==> config.mk <==
export PLATFORM = sky130hd
export DESIGN_NAME = seven_seg_scan_ctrl
export DESIGN_NICKNAME = d
export VERILOG_FILES = /design/src/rtl/seven_seg_scan_ctrl.sv
export SDC_FILE = /design/constraint.sdc
export NUM_CORES = 1
export LEC_CHECK = 0
export BUFFER_PORTS_ARGS = -buffer_cell sky130_fd_sc_hd__buf_2
export CORE_MARGIN = 4
export CORE_UTILIZATION = 40
export CTS_CLUSTER_SIZE = 16
export DETAILED_ROUTE_END_ITERATION = 10
export PLACE_DENSITY = 0.59
export SKIP_LAST_GASP = 1
export SYNTH_ARGS = -nofsm -noshare
export SYNTH_HDL_FRONTEND = slang
export SYNTH_SLANG_ARGS = --single-unit
==> constraint.sdc <==
create_clock -name clk -period 2.6 [get_ports clk]
set_input_delay 0.26 -clock clk [delete_from_list [all_inputs] [get_ports clk]]
set_output_delay 0.26 -clock clk [all_outputs]
set_load 0.02 [all_outputs]
==> src/rtl/seven_seg_scan_ctrl.sv <==
// seven_seg_scan_ctrl: time-multiplexed scan controller for a 4-digit
// common-anode seven-segment display. Walks digit index 0..3, one slot of
// REFRESH_COUNT cycles per digit, with a BLANK_CYCLES dead time at the start of
// each slot. Display updates are double-buffered and only take effect at the
// frame boundary (index wrapping 3 -> 0).
// Optional macro SEVEN_SEG_LEADING_ZERO_BLANK_EN: leading zero digits stay dark.
module seven_seg_scan_ctrl #(
    parameter int REFRESH_COUNT = 100000,
    parameter int BLANK_CYCLES  = 2000,
    parameter int CNT_W         = 17
) (
    input  logic        clk,
    input  logic        rst,
    input  logic [15:0] value,
    input  logic        load,
    input  logic [3:0]  dp_in,
    input  logic [3:0]  blank,
    output logic [3:0]  digit,
    output logic [3:0]  an,
    output logic        dp,
    output logic        frame_done
);

    typedef enum logic {ST_BLANK, ST_SHOW} state_t;

    localparam logic [CNT_W-1:0] CNT_LAST  = CNT_W'(REFRESH_COUNT - 1);
    localparam logic [CNT_W-1:0] CNT_BLANK = CNT_W'(BLANK_CYCLES);
    // With no dead time the scan starts directly in SHOW.
    localparam state_t ST_RESET = (BLANK_CYCLES == 0) ? ST_SHOW : ST_BLANK;

    logic [CNT_W-1:0] cnt_q, cnt_d;
    logic [1:0]       idx_q, idx_d;
    state_t           state_q, state_d;
    logic [15:0]      shadow_val_q, shadow_val_d;
    logic [3:0]       shadow_dp_q, shadow_dp_d;
    logic [15:0]      pend_val_q, pend_val_d;
    logic [3:0]       pend_dp_q, pend_dp_d;
    logic             pend_vld_q, pend_vld_d;
    logic [3:0]       digit_q, digit_d;
    logic [3:0]       an_q, an_d;
    logic             dp_q, dp_d;
    logic [3:0]       supp;
    logic             slot_wrap, frame_wrap, lit;

    assign slot_wrap  = (cnt_q == CNT_LAST);
    assign frame_wrap = slot_wrap && (idx_q == 2'd3);

`ifdef SEVEN_SEG_LEADING_ZERO_BLANK_EN
    // Digit i is dark when it and every higher nibble are zero; digit 0 always shows.
    assign supp = {shadow_val_q[15:12] == 4'h0,
                   shadow_val_q[15:8]  == 8'h0,
                   shadow_val_q[15:4]  == 12'h0,
                   1'b0};
`else
    assign supp = 4'b0000;
`endif

    // Next-state: slot counter, digit index, phase and the double buffer.
    always_comb begin
        cnt_d        = slot_wrap ? '0 : cnt_q + 1'b1;
        idx_d        = slot_wrap ? idx_q + 2'd1 : idx_q;
        state_d      = (cnt_d < CNT_BLANK) ? ST_BLANK : ST_SHOW;
        shadow_val_d = shadow_val_q;
        shadow_dp_d  = shadow_dp_q;
        pend_val_d   = pend_val_q;
        pend_dp_d    = pend_dp_q;
        pend_vld_d   = pend_vld_q;
        if (frame_wrap) begin
            // A load on the boundary cycle bypasses pending and goes live now.
            if (load) begin
                shadow_val_d = value;
                shadow_dp_d  = dp_in;
            end else if (pend_vld_q) begin
                shadow_val_d = pend_val_q;
                shadow_dp_d  = pend_dp_q;
            end
            pend_vld_d = 1'b0;
        end else if (load) begin
            pend_val_d = value;
            pend_dp_d  = dp_in;
            pend_vld_d = 1'b1;
        end
    end

    // Output decode for the current counter/index/phase, registered below.
    always_comb begin
        lit     = (state_q == ST_SHOW) && !blank[idx_q] && !supp[idx_q];
        digit_d = shadow_val_q[{idx_q, 2'b00} +: 4];
        an_d    = lit ? ~(4'b0001 << idx_q) : 4'b1111;
        dp_d    = lit ? ~shadow_dp_q[idx_q] : 1'b1;
    end

    // Scan state machine, buffers and registered display outputs.
    always_ff @(posedge clk or posedge rst) begin
        if (rst) begin
            cnt_q        <= '0;
            idx_q        <= 2'd0;
            state_q      <= ST_RESET;
            shadow_val_q <= 16'h0;
            shadow_dp_q  <= 4'h0;
            pend_val_q   <= 16'h0;
            pend_dp_q    <= 4'h0;
            pend_vld_q   <= 1'b0;
            digit_q      <= 4'h0;
            an_q         <= 4'b1111;
            dp_q         <= 1'b1;
        end else begin
            cnt_q        <= cnt_d;
            idx_q        <= idx_d;
            state_q      <= state_d;
            shadow_val_q <= shadow_val_d;
            shadow_dp_q  <= shadow_dp_d;
            pend_val_q   <= pend_val_d;
            pend_dp_q    <= pend_dp_d;
            pend_vld_q   <= pend_vld_d;
            digit_q      <= digit_d;
            an_q         <= an_d;
            dp_q         <= dp_d;
        end
    end

    assign digit      = digit_q;
    assign an         = an_q;
    assign dp         = dp_q;
    assign frame_done = frame_wrap;

endmodule

After elaboration in Yosys (flattened, before gate mapping):

Cells that the tools add are included.

* flip-flop bits (word level): 70
* bits of input ports: 27
* output and inout bits: 10
* logic and storage cells: 47

* $add $sub $neg: 2
* order comparisons: 2
* eq/ne operators: 2
* shift-type cells: 2
* mux-type cells: 16
* bitwise operators: 3
* reductions and logical operators: 9

Operators by type and width (number)
* $mux W16: 2
* $add A17 B1 Y17 const B: 1
* $eq A17 B17 Y1 const B: 1
* $lt A17 B11 Y1 const B: 1
* $mux W17: 1
* $shiftx A16 B5 Y4: 1
* $mux W4: 3
* $mux W1: 7
* $bmux W1 S2: 3
* $not A4 Y4: 1
* $reduce_and A2 Y1: 2
* $reduce_bool A2 Y1: 2
* $shl A1 B2 Y4 const A: 1
* $logic_and A1 B1 Y1: 3
* $lt A2 B3 Y1 const B: 1
* $add A2 B1 Y2 const B: 1
* $eq A2 B2 Y1 const B: 1
* $logic_not A1 Y1: 2
* $not A1 Y1: 2

Logic depth before layout (Yosys ltp):

Gate-level depths: netlist of the first run.

* depth after elaboration: 6
* gate-level depth with buffers: 7
* gate-level depth less buffers: 6

Worst setup path after synthesis of the first run:

OpenSTA, ideal clock, no wires.

* kind: register -> register
* start: register cnt_q[0]
* end: register pend_dp_q[0]
* setup time: 125 ps
* data arrival time: 1972 ps
* required time: 2475 ps
* slack: 503 ps
* cell stages (with the launch flop): 8
* buffers on the path: 1
* clock period less this slack: 2097 ps
* cells stage by stage: dfrtp_1 ha_1 and4_1 and3_1 and4_1 nand2b_1 buf_4 mux2_2

* cells in the longest elaborated chain, start to end: 4

RTL lines
* from (decl): line 31 `logic [CNT_W-1:0] cnt_q, cnt_d;`
* from (signal assigned): line 108 `cnt_q <= cnt_d;`
* $eq A17 B17 Y1: line 45 `assign slot_wrap = (cnt_q == CNT_LAST);`
* $logic_and A1 B1 Y1: line 46 `assign frame_wrap = slot_wrap && (idx_q == 2'd3);`
* via frame_done: line 21 `output logic frame_done`
* $not A1 Y1 (no line)
* $reduce_and A2 Y1 (no line)
* to (signal assigned): line 114 `pend_dp_q <= pend_dp_d;`
* to (decl): line 37 `logic [3:0] pend_dp_q, pend_dp_d;`

The timed path passes the listed nets, and every way through them passes these cells.
A chain may end at the register's enable or synchronous reset.

Worst setup path in the final report of the first run:

* start: register cnt_q[0]
* end: register pend_dp_q[1]

* cells in the longest elaborated chain, start to end: 4

RTL lines (line)
* $eq A17 B17 Y1: 45
* $logic_and A1 B1 Y1: 46
* $not A1 Y1 (no line)
* $reduce_and A2 Y1 (no line)

No other way between the ends.

==> results by group, run 1 <==
Logic synthesis
  • Largest family of logic cells by synthesized area: multiplexers
  • Cell variety after synth: 40
  • Synth area leaders: dfrtp_1, mux2_2, mux2_4, mux4_2, dfstp_2
  • Syn_area_per_cell: 13.5 um^2
  • Post-Syn Nets: 280
  • Syn. warnings: 0
  • Synth Area in XOR/XNOR: 0.0366
  • Post-synth top flop: dfrtp_1
  • Synth top cells by count: dfrtp_1, mux2_2, mux2_4
  • Post-Synth Adder-Cell Area: 0.0187
  • Sequential area share after synthesis: 0.525
  • Synth Cell Area: 3350 um^2
  • Dominant cell type by area after synthesis: dfrtp_1
  • Post-synthesis mux area share: 0.264
  • Number of synthesized flops with an enable pin: 0
  • Simple-Gate Fraction of Synth Area: 0.106
  • Ys async rst share: 1.00
  • Post-synthesis register bit count: 70
  • Syn Inst Count: 248
  • Synth Area in Compound Gates: 0.0243
  • Yosys top cell area share: 0.485
  • Most common cell in the netlist: dfrtp_1

Clocking
  • Post-CTS setup buffers: 0
  • Root buffer cell: clkbuf_8
  • Clock sink total: 70
  • TritonCTS Buffers: 9
  • Skew-Pair Late Insertion Delay: 0.33 ns
  • H-tree depth: 3
  • Worst-case clock buffer depth: 2
  • Clock transition at path regs: 0.08 ns
  • Hold Buf Count CTS: 0
  • CTS tree: built
  • Post-CTS resize count: 0

Timing
  • Period utilization: 0.852
  • Worst Tran Pin Value: 0.652 ns
  • Clock skew: 0.0101 ns
  • Final hold viol count: 0
  • Final setup TNS: 0 ns
  • Slew Viols, Final: 0
  • Achievable frequency: 0.451 GHz
  • RSZ-0062 raised after global routing: false
  • Final min period: 2.22 ns
  • Final setup violation count: 0
  • PnR worst setup slack: 0.384 ns
  • Max_slew headroom: 0.565

Power and ir drop
  • VDD IR max: 344 uV
  • Internal power: 1.73 mW
  • Leakage: 1.80 nW
  • Total power: 2.21 mW
  • Combinational power share: 0.061
  • Sw Share: 0.216
  • Pwr Density: 568 nW/um^2
  • Switching power: 0.477 mW
  • Sequential fraction of design power: 0.513
  • Clock power frac: 0.426

Routing
  • Via-to-Cell Ratio: 5.12
  • DR iter-0 viols: 67
  • WL per Instance: 15.5 um
  • WL met1: 2950 um
  • Post-route ant nets: 0
  • Via count: 2065
  • Initial DRT Pass Iterations: 4
  • Uppermost routed layer: met4
  • Met2 Wirelength: 2950 um
  • Residual DRC: 0
  • Routed WL: 6240 um
  • Met3 WL post-DR: 224 um

Layout
  • N_diodes: 0
  • # nets final: 325
  • Area taken by multi-input logic gates: 1510 um^2
  • FILL cells: 750
  • Register Area: 1760 um^2
  • Non-Filler Instances: 403
  • Area Growth Syn to Fin: 16.0%
  • Proportion of layout cells with a drive suffix above 1: 0.446
  • Post-layout util: 0.476

Critical path
  • Worst r2r dst: pend_dp_q[1]
  • Crit path top cell by count: and4_1
  • CP Max Fanout: 20
  • Crit-path leading delay family: simple AND/OR/NAND/NOR gates
  • Reg2reg start: cnt_q[0]
  • CP endpoint kind: flop
  • Worst setup SP type: flop
  • Slowest stage delay, CP: 0.39 ns
  • FF-to-FF path depth: 7
  • Number of buffers and inverters on the critical path: 1
  • Crit path required time: 2.82 ns
  • Worst Path Arrival: 2.43 ns
  • Slowest cell on crit path: dfrtp_1
  • Setup CP Type: reg2reg
  • Critical-path cell list: ha_1, and4_1, and3_1, and4_1, nand2b_1, buf_4, mux2_2
  • R2R Setup Slk: 0.38 ns

GRT
  • Vias in the first global route: 2053
  • Grt ovf: 0
  • Pin count of the biggest net entering global routing: 33
  • Initial antenna violation count: 0
  • First-pass GRT wire length: 10100 um
  • GRT Overall Usage: 0.131

Die
  • Core area: 8180 um^2
  • Die height: 99.5 um
  • Starting density of the core: 0.410
  • Die W: 99.5 um
  • # IOs: 37
  • Core Rows: 33
  • Die ar.: 9910 um^2

Placed design
  • Placed cells: 387
  • DP HPWL: 4380 um
  • GP Congestion: 0.928
  • Port Buffer Count: 36
  • Place WS: 0.366 ns

Job
  • MaxCap Viol Count: 0

Run status
  • Outcome: finished clean

Worst hold path
  • Hold Path Class: in2async
[through the flow]
stage / area, um^2 / hold slack (ns)
after floorplan: 3350 / 0.396
after global placement: 3670 / 0.397
after detailed placement: 3670 / 0.399
after CTS: 3890 / 0.0262
after global routing: 3890 / 0.0699
final: 3890 / 0.0114
[logic make-up after synthesis]
group,count (synthesis)
muxes,66
buffers and inverters,16
adders and majority gates,5
AOI/OAI and AO/OA,12
xor gates and xnor gates,14
and+or+nand+nor,65
DFF,70
[metal layers]
layer / track usage / vias to the layer above
li1: - / 986
met1: 0.173 / 1039
met2: 0.204 / 29
met3: 0.0316 / 11
met4: 0.0651 / 0
met5: 0 / -
[worst max path at each step]
stage | cells past startpoint | start | to | slack (ns)
after floorplan | 7 | cnt_q[0] | pend_dp_q[0] | 0.50
after global placement | 7 | cnt_q[0] | pend_val_q[6] | 0.43
after detailed placement | 7 | cnt_q[0] | pend_val_q[4] | 0.37
after CTS | 7 | cnt_q[0] | pend_dp_q[1] | 0.37
after global routing | 7 | cnt_q[0] | pend_dp_q[1] | 0.24
final | 7 | cnt_q[0] | pend_dp_q[1] | 0.38
[power by group through the flow]
stage	combinational [mW]	sequential (mW)	clock, mW
2_1_floorplan	0.0950	1.15	0
5_1_grt	0.152	1.14	1.02
3_5_place_dp	0.139	1.15	0
4_1_cts	0.139	1.13	0.971
3_3_place_gp	0.135	1.15	0
6_report	0.135	1.13	0.941
[layout by cell type, fill, tap and decap left out, drive strengths merged, types with 2 or more instances in the layout]
cell	netlist	routed
or3	2	2
bufinv	0	2
and2	2	2
clkbuf	5	10
xor2	7	7
o21ai	2	2
inv	6	6
nand2b	2	2
nand3	7	7
nand4	5	5
buf	5	44
a21oi	3	3
nand2	15	15
and4	3	3
nor3	7	7
mux2	60	60
mux4	6	6
clkinv	0	3
ha	5	5
o211ai	2	2
xnor2	7	7
and3	2	2
nor4	3	3
dfrtp	65	65
dfstp	5	5
nor2	10	10
[final cells by class]
class	instances	share of cell area
inverters	6	0.00579
well taps	105	0.0338
clock buffers	10	0.0328
flip-flops and latches	70	0.452
clock inverters	6	0.0222
repair buffers	44	0.0650
multi-input cells	162	0.388
[flip-flops by register name (all words and copies together), names as in the netlist]
| name | flops |
|---|---|
| pend_val_q | 16 |
| idx_q | 2 |
| state_q | 1 |
| cnt_q | 17 |
| shadow_val_q | 16 |
| pend_vld_q | 1 |
| dp | 1 |
| an | 4 |
| pend_dp_q | 4 |
| digit | 4 |
| shadow_dp_q | 4 |
(Power assumes the default switching activity.)
==> run 2, diff against run 1 <==
ABC_AREA = 1   (was not set)
PLACE_DENSITY = 0.61   (was 0.59)
clock period = 1.94 ns   (was 2.6 ns; I/O delays follow)
==> run 2 against run 1 <==
Setup slack lost 0.25 ns. Via count grew 42%. Global-route usage grew 3.1 points. Sequential share of layout area shrank 3.8 points. Register-to-register slack lost 0.19 ns. Combinational power grew 26%. Sequential power grew 34%. Count of clock-buffer cells in the layout is the same. Critical endpoint is now frame_done. Largest cell class unchanged. Largest power group unchanged.
==> results by group, run 2 <==
GRT
  • Pin count of the biggest net entering global routing: 71 (was 33)
  • Initial antenna violation count: 0 (unchanged)
  • GRT Overall Usage: 0.162 (was 0.131)
  • Grt ovf: 0 (unchanged)
  • First-pass GRT wire length: 13400 um (was 10100 um)
  • Vias in the first global route: 2841 (was 2053)

Timing
  • Final setup violation count: 0 (unchanged)
  • Clock skew: 0.00768 ns (was 0.0101 ns)
  • Achievable frequency: 0.553 GHz
  • Final hold viol count: 0 (unchanged)
  • Final min period: 1.81 ns
  • Slew Viols, Final: 0 (unchanged)
  • Period utilization: 0.933
  • Worst Tran Pin Value: 0.370 ns (was 0.652 ns)
  • Max_slew headroom: 0.753 (was 0.565)

Die
  • Starting density of the core: 0.411 (was 0.410)
  • Die W: 103 um (was 99.5 um)
  • Core area: 8760 um^2 (was 8180 um^2)
  • # IOs: 37 (unchanged)
  • Die ar.: 10600 um^2 (was 9910 um^2)
  • Core Rows: 34 (was 33)
  • Die height: 103 um (was 99.5 um)

Layout
  • Final Cell Area: 4250 um^2 (was 3890 um^2)
  • Proportion of layout cells with a drive suffix above 1: 0.269 (was 0.446)
  • # nets final: 529 (was 325)
  • N_diodes: 0 (unchanged)
  • Largest register FFs: 17 (unchanged)
  • Area Growth Syn to Fin: 17.8% (was 16.0%)
  • Register name with the most flops: cnt_q (unchanged)
  • Commonest non-fill, non-tap cells in the layout: nand2_1, dfrtp_1, inv_1, o21ai_0, nor2_1 (was dfrtp_1, mux2_2, buf_2, mux2_4, nand2_1)
  • Leading cell type in the layout, fill and taps excluded: nand2_1 (was dfrtp_1)
  • Post-layout util: 0.485 (was 0.476)
  • Largest registers: cnt_q x17, pend_val_q x16, shadow_val_q x16 (unchanged)

Clocking
  • Root buffer cell: clkbuf_8 (unchanged)
  • Clock transition at path regs: 0.08 ns (about the same)
  • Clock sink total: 70 (unchanged)
  • H-tree depth: 3 (unchanged)
  • TritonCTS Buffers: 9 (unchanged)
  • Worst-case clock buffer depth: 2 (unchanged)
  • Skew-Pair Late Insertion Delay: 0.34 ns (was 0.33 ns)
  • CTS tree: built (unchanged)

Run status
  • Outcome: finished clean (unchanged)

Critical path
  • Worst Path Arrival: 1.62 ns (was 2.43 ns)
  • CP endpoint kind: output port (was flop)
  • Crit path top cell by count: nor2_4 (was and4_1)
  • Worst setup SP type: flop (unchanged)
  • Slowest stage delay, CP: 0.40 ns (was 0.39 ns)
  • Critical-path cell list: or2_0, nor2_4, nand3_4, nor2_4, buf_4 (was ha_1, and4_1, and3_1, and4_1, nand2b_1, buf_4, mux2_2)
  • Crit path required time: 1.75 ns (was 2.82 ns)
  • CP Max Fanout: 4 (was 20)
  • Crit-path leading delay family: simple AND/OR/NAND/NOR gates (unchanged)
  • Slowest cell on crit path: dfrtp_1 (unchanged)
  • Number of buffers and inverters on the critical path: 1 (unchanged)
  • Setup CP Type: reg2out (was reg2reg)

Logic synthesis
  • Synth Cell Area: 3600 um^2 (was 3350 um^2)
  • Yosys top cell area share: 0.451 (was 0.485)
  • Syn_area_per_cell: 8.16 um^2 (was 13.5 um^2)
  • Syn Inst Count: 442 (was 248)
  • Post-synthesis register bit count: 70 (unchanged)
  • Post-synth top flop: dfrtp_1 (unchanged)
  • Sequential area share after synthesis: 0.488 (was 0.525)
  • Dominant cell type by area after synthesis: dfrtp_1 (unchanged)
  • Cell variety after synth: 28 (was 40)
  • Syn. warnings: 0 (unchanged)
  • Number of synthesized flops with an enable pin: 0 (unchanged)
  • Synth area leaders: dfrtp_1, nand2_1, o21ai_0, inv_1, o21ai_2 (was dfrtp_1, mux2_2, mux2_4, mux4_2, dfstp_2)
  • Post-Syn Nets: 474 (was 280)
  • Ys async rst share: 1.00 (unchanged)
  • Most common cell in the netlist: nand2_1 (was dfrtp_1)
  • Synth top cells by count: nand2_1, dfrtp_1, inv_1 (was dfrtp_1, mux2_2, mux2_4)

Power and ir drop
  • Pwr Density: 666 nW/um^2 (was 568 nW/um^2)
  • VDD IR max: 308 uV (was 344 uV)
  • Leakage: 2.12 nW (was 1.80 nW)

Routing
  • DR iter-0 viols: 144 (was 67)
  • Initial DRT Pass Iterations: 5 (was 4)
  • Via count: 2922 (was 2065)
  • Routed WL: 7800 um (was 6240 um)
  • WL per Instance: 12.8 um (was 15.5 um)
  • Residual DRC: 0 (unchanged)
  • Post-route ant nets: 0 (unchanged)
  • Via-to-Cell Ratio: 4.79 (was 5.12)

Placed design
  • GP Congestion: 0.878 (was 0.928)
  • Port Buffer Count: 36 (unchanged)
  • DP HPWL: 5690 um (was 4380 um)
  • Placed Area: 4010 um^2 (was 3670 um^2)

Worst hold path
  • Hold Path Class: in2reg (was in2async)

Job
  • MaxCap Viol Count: 0 (unchanged)
[run 2: changes by cell type in the layout (fill, tap and decap cells not counted), moves of 13 or more]
| cell | before | now |
|---|---|---|
| nand3_1 | 7 | 20 |
| buf_4 | 7 | 20 |
| nand2_1 | 15 | 100 |
| mux2_4 | 20 | 0 |
| mux2_2 | 40 | 0 |
| inv_1 | 5 | 55 |
| o21ai_0 | 2 | 47 |
| nand2_2 | 0 | 21 |
| o21ai_2 | 0 | 21 |
| nor2_1 | 10 | 43 |
[run 2: worst paths after layout]
| kind | startpoint | endpoint | slack, ns | cells past startpoint |
|---|---|---|---|---|
| max | cnt_q[6] | frame_done | 0.13 | 5 |
| min | value[10] | pend_val_q[10] | 0.11 | 3 |
| max reg2reg | cnt_q[6] | shadow_val_q[2] | 0.19 | 8 |
| min reg2reg | pend_dp_q[2] | pend_dp_q[2] | 0.48 | 2 |
| max in group asynchronous | rst | an[2] | 1.11 | 4 |
| min in group asynchronous | rst | cnt_q[14] | 0.50 | 4 |
[run 2: power breakdown]
part           internal (mW)  leakage, nW  switching, mW
registers               1.50        0.902         0.0169
clock network          0.592       0.0923          0.553
logic                 0.0618         1.13          0.109
total                   2.15         2.12          0.679
[run 2: final cells by class]
class / count / area (um^2)
clock buffer: 10 / 128
clock inverter: 6 / 63.8
fill: 844 / 4520
inverter: 59 / 228
multi-input combinational: 298 / 1540
sequential: 70 / 1760
tap: 108 / 135
timing repair buffer: 59 / 395
[run 2: logic make-up after synthesis]
family | after synthesis | synth area share
buf+inv | 74 | 0.0885
xor+xnor | 3 | 0.00729
fa+ha+maj | 5 | 0.0174
compound gates | 89 | 0.149
flops | 70 | 0.488
simple gates | 201 | 0.251
[run 2: metal layers]
metal,routed length (um),up-vias,global-route usage
li1,-,1522,-
met1,4050,1314,0.237
met2,3240,69,0.231
met3,326,17,0.0311
met4,192,0,0.0747
met5,0,-,0
[run 2: metrics by stage]
stage,TNS (ns),hold WS (ns),total power [mW],setup slack [ns],instances
CTS,0,0.0884,2.88,0.0568,606
global route,-0.00283,0.0901,2.98,-0.00283,610
detailed placement,0,0.328,1.71,0.173,589
finish,0,0.106,2.83,0.130,610
global placement,0,0.325,1.71,0.250,589
floorplan,0,0.347,1.65,0.314,442
[run 2: tightest hold or removal path, cell delays in order]
cell     delay (ns)
buf_2          0.09
inv_1          0.06
o21ai_1        0.06
[run 2: timing repair]
item / CTS / global route
hold buffers: 1 / 0
buffers inserted: 0 / 4
endpoints found under the hold margin: 65 / 0
gates resized for setup: 0 / 6
endpoints found under the setup margin: 0 / 1
==> run 3, diff against run 2 <==
CELL_PAD_IN_SITES_DETAIL_PLACEMENT = 0   (was not set)
CELL_PAD_IN_SITES_GLOBAL_PLACEMENT = 2   (was not set)
CORE_UTILIZATION = 32   (was 40)
PLACE_DENSITY = 0.77   (was 0.61)
==> run 3 against run 2 <==
Clock power increased by 49%. Fmax decreased by 1.0%. First-iteration DRC count increased by 12%. Critical path depth unchanged. Register-to-register slack got worse by 0.04 ns. Cell count increased by 3.6%. Hold slack improved by 0.0068 ns. Count of clock-buffer cells in the layout unchanged. Clock skew decreased by 0.0027 ns. Setup slack got worse by 0.019 ns. Critical path type unchanged. Critical endpoint unchanged. Largest power group is now clock.
==> results by group, run 3 (synthesis gave the netlist of run 2 again) <==
Run status
  • Outcome: finished clean (unchanged)

Power and ir drop
  • Sw Share: 0.232 (was 0.240)
  • Sequential fraction of design power: 0.449 (was 0.535)
  • Leakage: 2.12 nW (about the same)
  • Pwr Density: 781 nW/um^2 (was 666 nW/um^2)
  • Switching power: 0.784 mW (was 0.679 mW)
  • VDD IR max: 505 uV (was 308 uV)
  • Internal power: 2.59 mW (was 2.15 mW)
  • Combinational power share: 0.050 (was 0.060)
  • Clock power frac: 0.502 (was 0.405)

Clocking
  • Root buffer cell: clkbuf_16 (was clkbuf_8)
  • Clock sink total: 70 (unchanged)
  • Clock transition at path regs: 0.06 ns (was 0.08 ns)
  • H-tree depth: 3 (unchanged)
  • TritonCTS Buffers: 9 (unchanged)
  • Skew-Pair Late Insertion Delay: 0.34 ns (about the same)
  • CTS tree: built (unchanged)
  • Worst-case clock buffer depth: 2 (unchanged)

Layout
  • Largest registers: cnt_q x17, pend_val_q x16, shadow_val_q x16 (unchanged)
  • N_diodes: 0 (unchanged)
  • Commonest non-fill, non-tap cells in the layout: nand2_1, dfrtp_1, inv_1, o21ai_0, nor2_1 (unchanged)
  • Largest register FFs: 17 (unchanged)
  • Proportion of layout cells with a drive suffix above 1: 0.258 (was 0.269)
  • Register name with the most flops: cnt_q (unchanged)
  • Leading cell type in the layout, fill and taps excluded: nand2_1 (unchanged)
  • Area Growth Syn to Fin: 20.0% (was 17.8%)
  • FILL cells: 1118 (was 844)
  • # nets final: 519 (was 529)
  • Post-layout util: 0.396 (was 0.485)

Die
  • Die ar.: 13000 um^2 (was 10600 um^2)
  • Core Rows: 38 (was 34)
  • Starting density of the core: 0.330 (was 0.411)
  • Die height: 114 um (was 103 um)
  • Core area: 10900 um^2 (was 8760 um^2)
  • Die W: 114 um (was 103 um)
  • # IOs: 37 (unchanged)

Worst hold path
  • Hold_sp: value[15] (was value[10])
  • Hold Path Class: in2reg (unchanged)

Routing
  • Post-route ant nets: 0 (unchanged)
  • WL per Instance: 13.2 um (was 12.8 um)
  • Via-to-Cell Ratio: 4.59 (was 4.79)
  • DR iter-0 viols: 161 (was 144)
  • Residual DRC: 0 (unchanged)
  • Via count: 2903 (was 2922)
  • Routed WL: 8330 um (was 7800 um)
  • Initial DRT Pass Iterations: 4 (was 5)

GRT
  • Vias in the first global route: 2914 (was 2841)
  • Met3 usage: 0.0396 (was 0.0311)
  • Met2 Usage GRT: 0.204 (was 0.231)
  • Pin count of the biggest net entering global routing: 41 (was 71)
  • GRT Overall Usage: 0.140 (was 0.162)
  • GR peak layer: met2 (was met1)
  • Initial antenna violation count: 0 (unchanged)
  • First-pass GRT wire length: 14200 um (was 13400 um)
  • Met1 GRT Util: 0.194 (was 0.237)
  • Grt ovf: 0 (unchanged)

Timing
  • PnR worst setup slack: 0.112 ns (was 0.130 ns)
  • Period utilization: 0.942 (was 0.933)
  • Achievable frequency: 0.547 GHz (was 0.553 GHz)
  • Clock skew: 0.00494 ns (was 0.00768 ns)
  • Final hold viol count: 0 (unchanged)
  • Max_slew headroom: 0.639 (was 0.753)
  • RSZ-0062 raised after global routing: false
  • Final setup violation count: 0 (unchanged)
  • Final setup TNS: 0 ns (unchanged)
  • Final min period: 1.83 ns (was 1.81 ns)
  • Worst Tran Pin Value: 0.542 ns (was 0.370 ns)
  • Slew Viols, Final: 0 (unchanged)

Critical path
  • Crit path top cell by count: nor2_4 (unchanged)
  • Reg2reg start: cnt_q[6] (unchanged)
  • CP Max Fanout: 4 (unchanged)
  • CP endpoint kind: output port (unchanged)
  • Critical-path cell list: or2_0, nor2_4, nand3_4, nor2_4, buf_4 (unchanged)
  • Worst setup SP type: flop (unchanged)
  • Slowest cell on crit path: dfrtp_1 (unchanged)
  • Setup CP Type: reg2out (unchanged)
  • Slowest stage delay, CP: 0.40 ns (about the same)
  • Setup crit start: cnt_q[6] (unchanged)
  • Crit path required time: 1.75 ns (about the same)
  • Worst Path Arrival: 1.63 ns (was 1.62 ns)

Placed design
  • Place WS: 0.139 ns (was 0.173 ns)
  • Port Buffer Count: 36 (unchanged)
  • DP HPWL: 6110 um (was 5690 um)
  • GP Congestion: 0.806 (was 0.878)

Job
  • MaxCap Viol Count: 0 (unchanged)
run 3: final cells by class:
cell class	count	area, um^2	share of cell area
inverter	59	230	0.0532
clock inverter	6	68.8	0.0159
tap	140	175	0.0405
timing repair buffer	49	295	0.0683
clock buffer	10	239	0.0553
multi-input combinational	298	1560	0.360
sequential	70	1760	0.407
run 3: final timing paths:
kind | endpoint | slack, ns | cells past startpoint
setup / recovery | frame_done | 0.11 | 5
hold / removal | pend_val_q[15] | 0.11 | 3
setup reg to reg | shadow_val_q[15] | 0.15 | 9
hold reg to reg | pend_val_q[4] | 0.48 | 2
max in group asynchronous | an[2] | 1.03 | 4
min in group asynchronous | pend_dp_q[0] | 0.53 | 4
run 3: power groups by stage:
stage / Combinational [mW] / Clock [mW] / Sequential (mW)
after CTS: 0.175 / 1.75 / 1.51
after global placement: 0.171 / 0 / 1.54
final: 0.167 / 1.70 / 1.52
after detailed placement: 0.173 / 0 / 1.54
after global routing: 0.197 / 1.83 / 1.52
after floorplan: 0.113 / 0 / 1.54
run 3: layer usage:
metal	wire, um	vias up
met5	0	-
met4	142	0
met3	372	10
met2	3580	50
met1	4230	1345
li1	-	1498
run 3: metrics by stage:
step	hold WS, ns	total power [mW]	instance area, um^2	std cells
after detailed placement	0.367	1.71	3960	613
after CTS	0.102	3.44	4290	630
final	0.112	3.38	4330	632
after global placement	0.356	1.71	3960	613
after floorplan	0.347	1.65	3610	442
after global routing	0.114	3.55	4330	632
run 3: critical path: cells and delay by family, from the launching register on:
kind | cells | cell delay, ns
and+or+nand+nor | 4 | 0.73
DFF | 1 | 0.40
buffers and inverters | 1 | 0.16
run 3: repair_timing:
item / in CTS / in global routing
pin swaps: 0 / 4
buffers inserted: 0 / 2
hold endpoints to repair: 5 / 0
gates resized for setup: 3 / 7
hold buffers: 1 / 0
setup endpoints to repair: 1 / 1
